[config.mk]
export PLATFORM = sky130hd
export DESIGN_NAME = seq_sort_calc
export DESIGN_NICKNAME = d
export VERILOG_FILES = /design/src/rtl/seq_sort_calc.sv
export SDC_FILE = /design/constraint.sdc
export NUM_CORES = 1
export LEC_CHECK = 0
export CAP_MARGIN = 25
export CORE_MARGIN = 5
export CORE_UTILIZATION = 45
export DETAILED_ROUTE_END_ITERATION = 6
export HOLD_SLACK_MARGIN = 0.1
export PLACE_DENSITY = 0.62
export SYNTH_ARGS = -nofsm -noshare
export SYNTH_HDL_FRONTEND = slang
export SYNTH_SLANG_ARGS = --single-unit
[constraint.sdc]
create_clock -name clk -period 4.1 [get_ports clk]
set_input_delay 0.41 -clock clk [delete_from_list [all_inputs] [get_ports clk]]
set_output_delay 0.41 -clock clk [all_outputs]
set_load 0.02 [all_outputs]
[src/rtl/seq_sort_calc.sv]
// seq_sort_calc: insertion-sorts a DEPTH-number frame and streams one of four reductions.
// Define SEQ_SORT_CALC_ABORT_EN to add the frame_abort pulse output.
module seq_sort_calc #(
  parameter int DATA_W = 4,
  parameter int DEPTH  = 6,
  parameter int OUT_W  = 7
) (
  input  logic                     clk,
  input  logic                     rst_n,
  input  logic                     in_valid,
  input  logic signed [DATA_W-1:0] in_number,
  input  logic        [1:0]        mode,
  output logic                     out_valid,
  output logic signed [OUT_W-1:0]  out_result
`ifdef SEQ_SORT_CALC_ABORT_EN
  ,
  output logic                     frame_abort
`endif
);

  localparam int CNT_W = $clog2(DEPTH + 1);
  localparam logic [CNT_W-1:0] C_ONE  = CNT_W'(1);
  localparam logic [CNT_W-1:0] C_LAST = CNT_W'(DEPTH - 1);
  localparam logic [CNT_W-1:0] C_FULL = CNT_W'(DEPTH);

  generate
    if (DEPTH < 2) begin : g_chk_depth
      $fatal(1, "seq_sort_calc: DEPTH must be >= 2");
    end
    if (OUT_W < DATA_W + $clog2(DEPTH)) begin : g_chk_outw
      $fatal(1, "seq_sort_calc: OUT_W must be >= DATA_W + clog2(DEPTH)");
    end
  endgenerate

  typedef enum logic [1:0] {
    IDLE,
    LOAD,
    OUT
  } state_t;

  state_t                    r_state;
  state_t                    w_state_nx;
  logic        [1:0]         r_mode;
  logic        [CNT_W-1:0]   r_in_cnt;
  logic        [CNT_W-1:0]   r_out_cnt;
  logic signed [DATA_W-1:0]  r_sort [DEPTH];
  logic signed [OUT_W-1:0]   r_pre  [DEPTH];
  logic signed [OUT_W-1:0]   r_sum;
  logic                      r_out_valid;
  logic signed [OUT_W-1:0]   r_out_result;

  logic        [CNT_W-1:0]   w_n;
  logic        [DEPTH-1:0]   w_gt;
  logic signed [DATA_W-1:0]  w_ins  [DEPTH];
  logic signed [DATA_W-1:0]  w_src  [DEPTH];
  logic signed [OUT_W-1:0]   w_x;
  logic signed [OUT_W-1:0]   w_sum_nx;
  logic        [CNT_W-1:0]   w_idx;
  logic        [CNT_W-1:0]   w_nbeats;
  logic signed [DATA_W-1:0]  w_asc;
  logic signed [DATA_W-1:0]  w_desc;
  logic signed [OUT_W-1:0]   w_pre;
  logic signed [DATA_W:0]    w_diff;
  logic signed [OUT_W-1:0]   w_sel;
  logic                      w_out_valid_nx;
  logic signed [OUT_W-1:0]   w_out_result_nx;
`ifdef SEQ_SORT_CALC_ABORT_EN
  logic                      r_abort;
  logic                      w_abort_nx;
`endif

  assign w_x      = OUT_W'(in_number);
  assign w_sum_nx = r_sum + w_x;
  assign w_nbeats = (r_mode == 2'd3) ? C_ONE : C_FULL;

  // Entries strictly greater than the new value move up one slot, so equal
  // values land after existing equals; an IDLE beat sees an empty buffer.
  always_comb begin
    w_n = (r_state == LOAD) ? r_in_cnt : '0;
    for (int unsigned i = 0; i < DEPTH; i++) begin
      w_gt[i] = (CNT_W'(i) < w_n) && (r_sort[i] > in_number);
    end
    w_ins[0] = (w_gt[0] || (w_n == '0)) ? in_number : r_sort[0];
    for (int unsigned i = 1; i < DEPTH; i++) begin
      if (w_gt[i-1]) begin
        w_ins[i] = r_sort[i-1];
      end else if (w_gt[i] || (CNT_W'(i) == w_n)) begin
        w_ins[i] = in_number;
      end else begin
        w_ins[i] = r_sort[i];
      end
    end
  end

  // On the final load beat the first result is taken from the freshly inserted
  // array so out_valid can rise the very next cycle.
  always_comb begin
    for (int unsigned i = 0; i < DEPTH; i++) begin
      w_src[i] = (r_state == OUT) ? r_sort[i] : w_ins[i];
    end
    w_idx  = (r_state == OUT) ? r_out_cnt : '0;
    w_asc  = '0;
    w_desc = '0;
    w_pre  = '0;
    for (int unsigned i = 0; i < DEPTH; i++) begin
      if (CNT_W'(i) == w_idx) begin
        w_asc  = w_src[i];
        w_desc = w_src[DEPTH-1-i];
        w_pre  = r_pre[i];
      end
    end
    w_diff = {w_src[DEPTH-1][DATA_W-1], w_src[DEPTH-1]} - {w_src[0][DATA_W-1], w_src[0]};
    case (r_mode)
      2'd0:    w_sel = OUT_W'(w_asc);
      2'd1:    w_sel = OUT_W'(w_desc);
      2'd2:    w_sel = w_pre;
      default: w_sel = OUT_W'(w_diff);
    endcase
  end

  always_comb begin
    w_state_nx      = r_state;
    w_out_valid_nx  = 1'b0;
    w_out_result_nx = '0;
`ifdef SEQ_SORT_CALC_ABORT_EN
    w_abort_nx      = 1'b0;
`endif
    case (r_state)
      IDLE: begin
        if (in_valid) begin
          w_state_nx = LOAD;
        end
      end
      LOAD: begin
        if (!in_valid) begin
          w_state_nx = IDLE;
`ifdef SEQ_SORT_CALC_ABORT_EN
          w_abort_nx = 1'b1;
`endif
        end else if (r_in_cnt == C_LAST) begin
          w_state_nx      = OUT;
          w_out_valid_nx  = 1'b1;
          w_out_result_nx = w_sel;
        end
      end
      OUT: begin
        if (r_out_cnt == w_nbeats) begin
          w_state_nx = IDLE;
        end else begin
          w_out_valid_nx  = 1'b1;
          w_out_result_nx = w_sel;
        end
      end
      default: w_state_nx = IDLE;
    endcase
  end

  always_ff @(posedge clk or negedge rst_n) begin
    if (!rst_n) begin
      r_state <= IDLE;
    end else begin
      r_state <= w_state_nx;
    end
  end

  always_ff @(posedge clk or negedge rst_n) begin
    if (!rst_n) begin
      r_mode       <= '0;
      r_in_cnt     <= '0;
      r_out_cnt    <= '0;
      r_sum        <= '0;
      r_out_valid  <= 1'b0;
      r_out_result <= '0;
      for (int unsigned i = 0; i < DEPTH; i++) begin
        r_sort[i] <= '0;
        r_pre[i]  <= '0;
      end
    end else begin
      r_out_valid  <= w_out_valid_nx;
      r_out_result <= w_out_result_nx;
      case (r_state)
        IDLE: begin
          if (in_valid) begin
            r_mode   <= mode;
            r_in_cnt <= C_ONE;
            r_sum    <= w_x;
            r_pre[0] <= w_x;
            for (int unsigned i = 0; i < DEPTH; i++) begin
              r_sort[i] <= w_ins[i];
            end
          end
        end
        LOAD: begin
          if (in_valid) begin
            r_in_cnt  <= r_in_cnt + C_ONE;
            r_sum     <= w_sum_nx;
            r_out_cnt <= C_ONE;
            for (int unsigned i = 0; i < DEPTH; i++) begin
              r_sort[i] <= w_ins[i];
              if (CNT_W'(i) == r_in_cnt) begin
                r_pre[i] <= w_sum_nx;
              end
            end
          end else begin
            r_in_cnt <= '0;
          end
        end
        OUT: begin
          if (w_out_valid_nx) begin
            r_out_cnt <= r_out_cnt + C_ONE;
          end else begin
            r_in_cnt  <= '0;
            r_out_cnt <= '0;
          end
        end
        default: ;
      endcase
    end
  end

`ifdef SEQ_SORT_CALC_ABORT_EN
  always_ff @(posedge clk or negedge rst_n) begin
    if (!rst_n) begin
      r_abort <= 1'b0;
    end else begin
      r_abort <= w_abort_nx;
    end
  end

  assign frame_abort = r_abort;
`endif

  assign out_valid  = r_out_valid;
  assign out_result = r_out_result;

endmodule

* Yosys cells after proc, flatten, opt, wreduce, memory -nomap -nowiden
Index checks and enable logic that the tools add are counted.
Word-level totals: output and inout port bits 8, input port bits 9, word-level logic and storage cells 165, register bits 91
Cells by class: reductions and logical operators 33, $lt $le $gt $ge 12, mux-type cells 69, equal/unequal tests 28, add/subtract/negate cells 4
Operator list (number):
- 2-to-1 mux 7 bit | 17
- 2-to-1 mux 4 bit | 29
- 2-to-1 mux 42 bit | 1
- one-hot mux 7 bit (2 select lines) | 3
- greater-than comparator 4 bit | 6
- AND reduction 3 bit | 8
- 2-to-1 mux 3 bit | 7
- one-hot mux 7 bit (3 select lines) | 1
- equality test 2 x 3 -> 1 bit, first input constant | 6
- equality test 3 bit, first input constant | 6
- equality test 1 x 3 -> 1 bit, first input constant | 3
- logical NOT 3 bit | 3
- one-hot mux 3 bit (3 select lines) | 1
- 2-to-1 mux 2 bit | 4
- adder 7 x 4 -> 7 bit | 1
- adder 3 x 1 -> 3 bit, second input constant | 2
- equality test 2 bit, second input constant | 3
- logical AND 1 bit | 6
- logical OR 1 bit | 6
- less-than comparator 1 x 3 -> 1 bit, first input constant | 2
- less-than comparator 2 x 3 -> 1 bit, first input constant | 2
- less-than comparator 3 bit, first input constant | 2
- inequality test 2 bit, second input constant | 3
- one-hot mux 2 bit (3 select lines) | 1
- other kinds (15) | 23

* Depth between registers and ports, before layout
Gate-level depths: netlist (run 1).
depth in word-level cells 18, depth in mapped cells 17, mapped depth without buffers 15

* Worst setup path before layout (run 1)
OpenSTA, ideal clock, no wires.
path kind input-to-reg, start point input in_number[3], end point register r_out_result[4], in the netlist out_result[4], data required time 4018 ps, data arrival time 3472 ps, path slack 546 ps, library setup time 82 ps, cell stages on the path 16, buffers on the path 1, cell sequence buf_4 > inv_1 > ha_1 > or3_1 > a31o_1 > o2111ai_4 > o21ai_4 > o22a_2 > o22ai_1 > ha_1 > inv_1 > fa_1 > a2111oi_0 > a21o_1 > o21ai_0 > a31oi_1
On the way: cells in the longest elaborated chain, start to end 16, elaborated cells on any way between the ends 53, those cells by class add/sub (1); order compare (6); mux (34); reduce/logical (12)
RTL lines:
- from (decl) | RTL line 11 | input logic signed [DATA_W-1:0] in_number,
- greater-than comparator 4 bit | RTL line 81 | w_gt[i] = (CNT_W'(i) < w_n) && (r_sort[i] > in_number);
- logical AND 1 bit | RTL line 81
- logical OR 1 bit | RTL line 87 | end else if (w_gt[i] || (CNT_W'(i) == w_n)) begin
- 2-to-1 mux 4 bit | RTL line 87
- 2-to-1 mux 4 bit | RTL line 85 | if (w_gt[i-1]) begin
- 2-to-1 mux 4 bit | RTL line 99 | w_src[i] = (r_state == OUT) ? r_sort[i] : w_ins[i];
- 2-to-1 mux 4 bit (6 in a row) | RTL line 106 | if (CNT_W'(i) == w_idx) begin
- one-hot mux 7 bit (3 select lines) * | RTL line 113 | case (r_mode)
- 2-to-1 mux 7 bit | RTL line 140 | end else if (r_in_cnt == C_LAST) begin
- 2-to-1 mux 7 bit | RTL line 135 | if (!in_valid) begin
- one-hot mux 7 bit (2 select lines) * | RTL line 128 | case (r_state)
- net w_out_result_nx[4] | RTL line 66 | logic signed [OUT_W-1:0] w_out_result_nx;
- to (signal assigned) | RTL line 180 | r_out_result <= w_out_result_nx;
- to (decl) | RTL line 50 | logic signed [OUT_W-1:0] r_out_result;
The timed path passes the listed nets; every way through them passes the cells marked *. A chain may end at the register's enable or synchronous reset.

* Worst setup path in the final report (run 1)
start point input in_number[3], end point register r_out_result[5], in the netlist out_result[5]
The elaborated chain is that of the path after synthesis.

==> impl_metrics.py, run 1 <==
metrics = {
    "synthesis": {
        "yosysSeqAreaShare_pct": 37.72,
        "ys_warn_count": 0,
        "syn_inst": 656,
        "ys_types": 78,
        "synthArstFlopShare_pct": 100.0,
        "synthFlopType": "dfrtp_1",
        "ys_ff_latch": 91,
        "synth_area_per_cell_um2": 9.203,
        "synth.cell_area_um2": 6037,
        "syn-num-nets": 711,
        "synth-edff-count": 0,
    },
    "critical_path": {
        "required_ns": 4.37,
        "worstPathMaxFanout": 3,
        "cp-start-kind": "input pin",
        "crit_path_end_kind": "flip-flop",
        "critical_path.max_stage_delay_ns": 0.52,
        "critPathArrivalTime_ns": 4.08,
        "cp_cell_sequence": "clkdlybuf4s50_1, inv_1, ha_1, or3_1, a31o_1, o2111ai_4, o21ai_4, o22a_2, o22ai_1, ha_1, inv_1, fa_1, a2111oi_0, a21o_1, o21ai_0, a31oi_1",
        "crit_type": "input pin to flip-flop",
        "cp_slowest_cell": "clkdlybuf4s50_1",
    },
    "floorplan": {
        "fp.dieH_um": 125.8,
        "io_pins": 17,
        "fp.dieW_um": 125.8,
        "start_util_pct": 45.77,
        "core_region_area_um2": 13190,
        "dieArea_um2": 15830,
        "rows": 42,
    },
    "clocking": {
        "cts_hold_buf": 0,
        "post_cts_buffers": 0,
        "clk_latency_ns": 0.35,
        "cts_resized": 0,
        "cts_inserted_buffers": 9,
        "clk_path_buf_depth": 2,
        "cts_root_buf": "clkbuf_16",
        "clkTransAtPathRegs_ns": 0.07,
        "cts-htree-levels": 3,
        "clock-sinks": 91,
        "cts_tree": "yes",
    },
    "global_route": {
        "grt_max_degree": 62,
        "grt_use_total_pct": 23.34,
        "grt_pass1_vias": 5346,
        "antenna_found_initial": 0,
        "grt_pass1_wl_mm": 29.44,
        "grt_remaining_overflow": 0,
    },
    "placement": {
        "gp_congestion": 0.9254,
        "dp_cells": 841,
        "post-dp-hpwl_mm": 13.30,
        "place_area_um2": 6474,
        "portBuffers": 16,
    },
    "power": {
        "p_leak_nw": 3.045,
        "pwr_density_cell_nw_per_um2": 596.1,
        "power_mw": 4.034,
        "peakVddDrop_uv": 222.0,
    },
    "drt": {
        "ant_nets": 0,
        "vias_per_cell": 6.266,
        "firstDrtPassIters": 5,
        "vias": 5370,
        "drt_wl_total_mm": 17.98,
        "wl_per_cell_um": 20.98,
        "drt-initial-drc-count": 656,
        "drc": 0,
    },
    "sta": {
        "fmax_mhz": 262.2,
        "rsz0062_at_grt": "no",
        "fin_crit_sh_pct": 93.02,
        "skew_ns": 0.008078,
        "setup_viol": 0,
        "drv_slew": 0,
        "fin_crit_ns": 3.814,
        "hold_viol": 0,
        "relSlewSlack_pct": 39.32,
        "tightest_slew_ns": 0.9047,
    },
    "final_layout": {
        "drive_above_1_share_pct": 13.22,
        "final_area_um2": 6768,
        "nFillCells": 1230,
        "area_growth_pct": 12.10,
        "final_nets": 731,
        "diodes": 0,
        "stdcell_count": 857,
    },
    "hold_path": {
        "hold_class": "input pin to async pin",
    },
    "flow_run": {
        "max_cap_viol_count": 0,
    },
    "run_status": {
        "status": "completed",
    },
}
[worst paths after layout]
kind                                  to  slack [ns]         start  cells after the start
max                        out_result[5]        0.29  in_number[3]                     16
min                        out_result[1]        0.14         rst_n                      1
max reg2reg                out_result[5]        0.39     r_sort[5]                     14
min reg2reg                    r_pre[17]        0.49     r_pre[17]                      2
max in group asynchronous      r_pre[18]        3.01         rst_n                      2
min in group clk               r_pre[17]        0.49     r_pre[17]                      2
[routing by layer]
metal	routed length, µm	share of wire, %	global-route usage (%)
met5	0	0	0
met4	588	3.3	8.391
met3	1279	7.1	4.064
met1	8249	46	34.08
met2	7862	44	34.93
[power breakdown]
part,internal [mW],switching (mW),total (mW)
Clock,0.427,0.399,0.827
Sequential,1.16,0.325,1.48
Combinational,0.713,1.01,1.72
[logic make-up after synthesis]
logic type	synth area share, %
and+or+nand+nor	14.26
xor gates and xnor gates	1.161
buffers and inverters	5.057
AOI/OAI and AO/OA	25.78
DFF	37.72
adders and majority gates	9.782
muxes	6.238
[metrics by stage]
step	setup slack [ns]	util, %	hold WS [ns]	setup TNS [ns]
6_report	0.2862	51.31	0.1433	0
5_1_grt	0.04972	51.31	0.2148	0
4_1_cts	0.2899	51.31	0.1896	0
2_1_floorplan	0.5457	-	0.1144	0
3_3_place_gp	0.06247	49.08	0.4595	0
3_5_place_dp	-0.06637	49.08	0.4704	-0.1352
[registers in the layout, summed over array words and instances, names as in the netlist]
signal	cells
r_state	2
r_mode	2
r_out_cnt	3
r_in_cnt	3
out_result	7
r_sort	24
r_sum	7
r_pre	42
out_valid	1
[layout by cell type, fill, tap and decap left out, types with 6 or more instances in the layout]
cell	netlist	routed
o22a_1	8	8
mux2i_1	14	14
and3_1	7	7
xnor2_1	7	7
o21ai_0	55	55
mux2_2	21	21
a222oi_1	7	7
clkbuf_16	0	9
nor2b_1	13	13
dfrtp_1	91	91
nand2_1	77	77
buf_4	3	33
ha_1	44	44
inv_1	33	33
o21ai_1	6	6
a31oi_1	8	8
o22ai_1	15	15
nor2_1	36	36
a21oi_1	38	38
a22oi_1	10	10
nand3_1	19	19
a21o_1	7	7
clkdlybuf4s50_1	0	15
[synthesized netlist by cell type, types with 3 or more instances]
master | instances | area, µm²
a21o_1 | 7 | 52.55
a21oi_1 | 38 | 190.2
a221oi_1 | 4 | 35.03
a222oi_1 | 7 | 70.07
a22oi_1 | 10 | 75.07
a31oi_1 | 8 | 50.05
and3_1 | 7 | 43.79
buf_2 | 13 | 65.06
buf_4 | 3 | 22.52
clkbuf_1 | 21 | 78.83
dfrtp_1 | 91 | 2277
ha_1 | 44 | 550.5
inv_1 | 33 | 123.9
mux2_2 | 21 | 236.5
mux2i_1 | 14 | 140.1
nand2_1 | 77 | 289.0
nand2b_1 | 4 | 25.02
nand3_1 | 19 | 95.09
nand4_1 | 4 | 25.02
nor2_1 | 36 | 135.1
nor2b_1 | 13 | 81.33
nor3_1 | 4 | 20.02
nor3b_1 | 5 | 37.54
o211ai_1 | 3 | 22.52
o21a_1 | 5 | 37.54
o21ai_0 | 55 | 275.3
o21ai_1 | 6 | 30.03
o221ai_1 | 5 | 43.79
o22a_1 | 8 | 70.07
o22a_2 | 5 | 50.05
o22ai_1 | 15 | 93.84
o311a_1 | 4 | 40.04
o311ai_0 | 3 | 26.28
o31ai_1 | 4 | 30.03
xnor2_1 | 7 | 61.31
[critical path, delay by kind of cell]
family,cells,cell delay (ns)
adder cells (fa/ha/maj),3,0.81
buffers and inverters,3,0.65
AO/OA/AOI/OAI,9,1.83
AND/OR/NAND/NOR,1,0.37
[final cells by class]
type / count / area [µm²] / area share (%)
Sequential cell: 91 / 2277 / 33.65
Timing Repair Buffer: 48 / 397.9 / 5.879
Clock inverter: 7 / 68.82 / 1.017
Multi-Input combinational cell: 493 / 3455 / 51.04
Clock buffer: 9 / 225.2 / 3.328
Tap cell: 176 / 220.2 / 3.254
Inverter: 33 / 123.9 / 1.830
Note: power is estimated with default switching activity, not from simulation.
==> inputs of run 2 (changes only) <==
--- a/config.mk
+++ b/config.mk
@@ -11,6 +11,7 @@
 export DETAILED_ROUTE_END_ITERATION = 6
 export HOLD_SLACK_MARGIN = 0.1
 export PLACE_DENSITY = 0.62
+export SLEW_MARGIN = 15
 export SYNTH_ARGS = -nofsm -noshare
 export SYNTH_HDL_FRONTEND = slang
 export SYNTH_SLANG_ARGS = --single-unit
==> results of run 2 <==
No change in the layout: final DEF, timing and power equal those of run 1.
